**src/rtl/ws_psum_collector_pkg.sv**
```systemverilog
// Shared sizing helpers for the weight-stationary partial-sum collector.
// Everything that depends on a module parameter is derived through these functions.
package ws_psum_collector_pkg;

  localparam int ROW_COUNT_WIDTH = 16;

  // A partial sum is four operand widths wide to absorb accumulation growth.
  function automatic int psum_width(input int word_width);
    return word_width * 4;
  endfunction

  function automatic int ptr_width(input int depth);
    return $clog2(depth);
  endfunction

  // One extra bit so a full FIFO (count == depth) is distinct from empty.
  function automatic int cnt_width(input int depth);
    return $clog2(depth) + 1;
  endfunction

endpackage

```
**src/rtl/psum_column_fifo.sv**
```systemverilog
// Per-column circular buffer that de-skews one array column's partial sums.
// A push against a full buffer is accepted only when a pop frees a slot in the same cycle.
module psum_column_fifo
  import ws_psum_collector_pkg::*;
#(
  parameter int DATA_WIDTH = 32,
  parameter int DEPTH      = 8
) (
  input  logic                  clk,
  input  logic                  reset,
  input  logic                  clear,
  input  logic                  push,
  input  logic [DATA_WIDTH-1:0] push_data,
  input  logic                  pop,
  output logic [DATA_WIDTH-1:0] head,
  output logic                  empty,
  output logic                  full,
  output logic                  drop
);

  localparam int PTR_WIDTH = ptr_width(DEPTH);
  localparam int CNT_WIDTH = cnt_width(DEPTH);
  localparam logic [CNT_WIDTH-1:0] FULL_COUNT = CNT_WIDTH'(DEPTH);

  logic [DATA_WIDTH-1:0] mem [DEPTH];
  logic [PTR_WIDTH-1:0]  wr_ptr;
  logic [PTR_WIDTH-1:0]  rd_ptr;
  logic [CNT_WIDTH-1:0]  count;
  logic                  pop_ok;
  logic                  push_ok;

  assign empty   = (count == '0);
  assign full    = (count == FULL_COUNT);
  assign pop_ok  = pop && !empty;
  assign push_ok = push && (!full || pop_ok);
  assign drop    = push && full && !pop_ok;
  assign head    = mem[rd_ptr];

  // Pointers wrap naturally because DEPTH is a power of two.
  always_ff @(posedge clk or posedge reset) begin
    if (reset) begin
      wr_ptr <= '0;
      rd_ptr <= '0;
      count  <= '0;
    end else if (clear) begin
      wr_ptr <= '0;
      rd_ptr <= '0;
      count  <= '0;
    end else begin
      if (push_ok) wr_ptr <= wr_ptr + 1'b1;
      if (pop_ok)  rd_ptr <= rd_ptr + 1'b1;
      if (push_ok && !pop_ok) begin
        count <= count + 1'b1;
      end else if (pop_ok && !push_ok) begin
        count <= count - 1'b1;
      end
    end
  end

  // Storage carries no reset; validity is tracked entirely by count.
  always_ff @(posedge clk) begin
    if (push_ok && !clear) begin
      mem[wr_ptr] <= push_data;
    end
  end

endmodule

```
**src/rtl/ws_psum_collector.sv**
```systemverilog
// Collects skewed bottom-row partial sums from the weight-stationary array and
// re-aligns them into complete output rows for the writeback stream.
module ws_psum_collector
  import ws_psum_collector_pkg::*;
#(
  parameter int WORD_WIDTH = 8,
  parameter int COLS       = 4,
  parameter int DEPTH      = 8
) (
  input  logic                              clk,
  input  logic                              reset,
  input  logic                              clear,
  input  logic [COLS-1:0]                   col_valid,
  input  logic [COLS*WORD_WIDTH*4-1:0]      col_psum,
  output logic                              out_valid,
  input  logic                              out_ready,
  output logic [COLS*WORD_WIDTH*4-1:0]      out_row,
  output logic                              overflow,
  output logic [ROW_COUNT_WIDTH-1:0]        row_count
);

  localparam int PSUM_WIDTH = psum_width(WORD_WIDTH);

  logic [COLS-1:0]            col_empty;
  logic [COLS-1:0]            col_full;
  logic [COLS-1:0]            col_drop;
  logic [COLS*PSUM_WIDTH-1:0] heads;
  logic                       pop;

  for (genvar j = 0; j < COLS; j++) begin : gen_col
    psum_column_fifo #(
      .DATA_WIDTH (PSUM_WIDTH),
      .DEPTH      (DEPTH)
    ) u_fifo (
      .clk       (clk),
      .reset     (reset),
      .clear     (clear),
      .push      (col_valid[j]),
      .push_data (col_psum[j*PSUM_WIDTH +: PSUM_WIDTH]),
      .pop       (pop),
      .head      (heads[j*PSUM_WIDTH +: PSUM_WIDTH]),
      .empty     (col_empty[j]),
      .full      (col_full[j]),
      .drop      (col_drop[j])
    );

    // A dropped push can only ever come from a column that was already full.
    assert property (@(posedge clk) disable iff (reset) col_drop[j] |-> col_full[j]);
  end

  // Output stream: a row transfers on any edge where out_valid && out_ready.
  // out_valid comes only from registered FIFO counts, out_row is held while
  // out_valid && !out_ready, and out_ready never feeds back into any output.
  assign out_valid = ~|col_empty;
  assign pop       = out_valid && out_ready;
  assign out_row   = out_valid ? heads : '0;

  always_ff @(posedge clk or posedge reset) begin
    if (reset) begin
      overflow  <= 1'b0;
      row_count <= '0;
    end else if (clear) begin
      overflow  <= 1'b0;
      row_count <= '0;
    end else begin
      if (|col_drop) overflow <= 1'b1;
      if (pop)       row_count <= row_count + 1'b1;
    end
  end

endmodule

```
**config.mk**
```make
export PLATFORM = sky130hd
export DESIGN_NAME = ws_psum_collector
export DESIGN_NICKNAME = d
export VERILOG_FILES = /design/src/rtl/ws_psum_collector_pkg.sv /design/src/rtl/psum_column_fifo.sv /design/src/rtl/ws_psum_collector.sv
export SDC_FILE = /design/constraint.sdc
export NUM_CORES = 1
export LEC_CHECK = 0
export BUFFER_PORTS_ARGS = -buffer_cell sky130_fd_sc_hd__buf_2
export CORE_ASPECT_RATIO = 1.4
export CORE_MARGIN = 2
export CORE_UTILIZATION = 65
export DETAILED_ROUTE_END_ITERATION = 7
export GPL_ROUTABILITY_DRIVEN = 0
export PLACE_DENSITY = 0.85
export SYNTH_ARGS = -nofsm -noshare
export SYNTH_HDL_FRONTEND = slang
export SYNTH_HIERARCHICAL = 1
export SYNTH_SLANG_ARGS = --single-unit
```
**constraint.sdc**
```tcl
create_clock -name clk -period 19.6 [get_ports clk]
set_input_delay 0.98 -clock clk [delete_from_list [all_inputs] [get_ports clk]]
set_output_delay 0.98 -clock clk [all_outputs]
set_load 0.1 [all_outputs]
```
==> impl_results.md <==
* Yosys warns at 6
* Status: complete, no violations
* RSZ-0062 raised after global routing: false
* Core Region at 0.0667 mm^2
* Initial antenna violation count at 22
* Tmin final at 5400 ps
* Cell Chain, Critical Path: or3_1 > nor2_1 > or4_4 > clkinv_2 > buf_4 > and2_1 > buf_2
* Worst Path Required at 18620 ps
* Post-Synth XOR/XNOR Area at 0.681%
* Worst-path clk slew at 70 ps
* Setup Viol. Count Final at 0
* Register area share after synthesis at 73.5%
* P_leak at 16.5 nW
* Worst r2r src: gen_col[1].u_fifo/count[0]
* Die height at 311 um
* Met3 usage at 5.39%
* Layout area overhead at 12.2%
* Final Cycle Share at 27.5%
* Peak per-stage delay on the critical path at 840 ps
* Routed Antenna Nets at 0
* Syn avg cell area at 21.2 um^2
* Resized cells post-CTS at 0
* Worst-Margin Slew at 1210 ps
* Register area at 0.0322 mm^2
* Reg2Reg Setup Slack at 14720 ps
* Top FF cell, synth: edfxtp_1
* Overall routed net length at 91400 um
* WL/cell at 27.7 um
* Hold Path Class: in -> async
* P per Cell Area at 121 mW/mm^2
* CP Launch Type: flip-flop
* Yosys reg bits at 1081
* CP arrival at 4420 ps
* # clock sinks at 1081
* Post-synth net total at 2218
* Commonest cells post-synth: edfxtp_1 (1024), mux4_2 (144), and2_1 (128), mux2_2 (128), mux4_1 (112)
* Largest net degree at the start of global routing at 93
* Setup TNS at 0 ps
* Simple-Gate Fraction of Synth Area at 3.92%
* Max clock buf depth at 3
* Adder-cell area share of the yosys netlist at 0.669%
* F_max at 0.185 GHz
* Vias per cell at 6.43
* Setup WS post-layout at 14200 ps
* Area share of the largest cell type after synthesis at 70.3%
* Max-cap violations at 0
* Post-synth EDFFs at 1024
* Critical path buffers and inverters at 3
* Fin util at 73.6%
* Synth unique cells at 45
* Final Non-Filler Cells at 3305
* First-pass GRT wire length at 138000 um
* First-pass iteration count of the detailed router at 5
* Total grt overflow at 0
* Ranking of synthesized cells by area: edfxtp_1 (70%), mux4_2 (7.4%), mux4_1 (6.7%), mux2_2 (3.3%), dfrtp_1 (3.3%)
* GRT Util Overall at 26.8%
* Placed cell count at 3119
* Num CTS Buffers at 95
* Main combinational cell family by area after synthesis: multiplexers
* Share of layout cells above drive strength 1 at 32.7%
* Fin. Hold Viols at 0
* Post-Syn Instances at 2061
* Slew Limit Fails at 0
* Synth async-reset ratio at 5.27%
* Synth Area in Compound Gates at 1.52%
* Std cell rows at 112
* Port Buf Inserts at 281
* CTS tree: yes
* Cell taking the most area after synthesis: edfxtp_1
* DPL Wire Length at 49000 um
* Fillers at 3549
* GR Util met1 at 34.2%
* Pre-CTS setup slack at 14860 ps
* Top delay family on crit path: buffers and inverters
* CP Capture Type: output port
* Post-Syn Area at 0.0437 mm^2
* GR peak layer: met2
* Grt met2 use at 45.7%
* Worst r2r path cells at 11
* Nets@finish at 2518
* Top-count cell post-synth: edfxtp_1
* Die W at 223 um
* Multi-input combinational cell area at 0.0109 mm^2
* DRC Markers at 0
* H-tree level count at 3
* Slowest CP cell: buf_4
* Clock skew at 29.1 ps
* Via count at 21.2k
* Setup Buffers After CTS at 0
* RR Endpoint: gen_col[3].u_fifo/mem[6][5]
* 1st-iter DRT viols at 2319
* Root buf cell: clkbuf_16
* CP Class: reg -> out
* VDD IR max at 0.116 mV
* Number of hold buffers added after cts at 0
* Initial cell density of the core at 65.6%
* Clk_lat worst skew at 650 ps
* Mux cell area share after synthesis at 17.6%
* Crit-path max FO at 92
* Max_slew headroom at 19.2%
* Top Ports at 282
* Die ar. at 0.0694 mm^2
* Vias in the first global route at 22.6k
==> area by class of cell <==
cell class / instances / area share [%]
Sequential cell: 1081 / 65.6
Antenna cell: 9 / 0.0459
Clock inverter: 56 / 1.19
Clock buffer: 121 / 5.26
Tap cell: 855 / 2.18
Timing Repair Buffer: 312 / 3.34
Inverter: 30 / 0.232
Multi-Input combinational cell: 841 / 22.2
==> metal layers <==
metal  routed length, um  up-vias
li1                    -     9080
met1               33700    10900
met2               47800     1011
met3                6880      202
met4                2930       20
met5                 122        -
==> state kept, by name, indices dropped and copies added (netlist names) <==
name,flops
row_count,16
gen_col.u_fifo/wr_ptr,12
overflow,1
gen_col.u_fifo/rd_ptr,12
gen_col.u_fifo/count,16
gen_col.u_fifo/mem,1024
==> logic make-up after synthesis <==
group                      count (synthesis)
DFF                                     1081
muxes                                    392
and+or+nand+nor                          314
buffers and inverters                    139
AOI/OAI and AO/OA                         80
xor gates and xnor gates                  34
adders and majority gates                 21
==> through the flow <==
step	hold WS (ps)	power, mW	area, um^2
final	398	5.92	49100
after global routing	430	6.10	49100
after global placement	524	4.02	45900
after CTS	374	5.95	49100
after floorplan	552	3.83	43700
after detailed placement	533	4.07	45900
==> how the worst max path moves through the flow <==
stage / startpoint / endpoint / cells after the start
final: gen_col[1].u_fifo/count[0] / out_row[97] / 7
after global routing: gen_col[1].u_fifo/count[0] / out_row[97] / 7
after global placement: gen_col[1].u_fifo/count[0] / gen_col[2].u_fifo/mem[6][20] / 11
after floorplan: gen_col[1].u_fifo/count[0] / gen_col[0].u_fifo/mem[0][0] / 14
after detailed placement: gen_col[1].u_fifo/count[0] / gen_col[1].u_fifo/mem[2][9] / 11
after CTS: gen_col[1].u_fifo/count[0] / out_row[97] / 7
==> worst reg2reg max path: stages, from the launching register on <==
cell and delay (ps):
dfrtp_1 460, or3_1 370, nor2_1 110, or4_4 680, clkinv_2 560, nand2_1 240
inv_1 110, buf_4 350, nand2b_1 290, o21ai_4 90, or2_4 290, nor2_4 930
==> power by group <==
| part | internal, mW | total, mW | leakage (nW) | switching [mW] |
|---|---|---|---|---|
| combinational | 0.346 | 1.35 | 4.98 | 1.01 |
| sequential | 2.61 | 2.68 | 10.0 | 0.0713 |
| clock | 1.08 | 1.89 | 1.53 | 0.811 |
==> layout by cell type (no fill, tap or decap), drive strengths merged, types with 23 or more instances in the layout <==
cell	netlist	routed
edfxtp	1024	1024
buf	69	312
mux4	256	256
and2	128	128
mux2	128	128
clkbuf	40	121
nor2	75	75
dfrtp	57	57
inv	30	34
clkinv	0	33
nand2	25	25
a21oi	23	23
(Power assumes the default switching activity.)
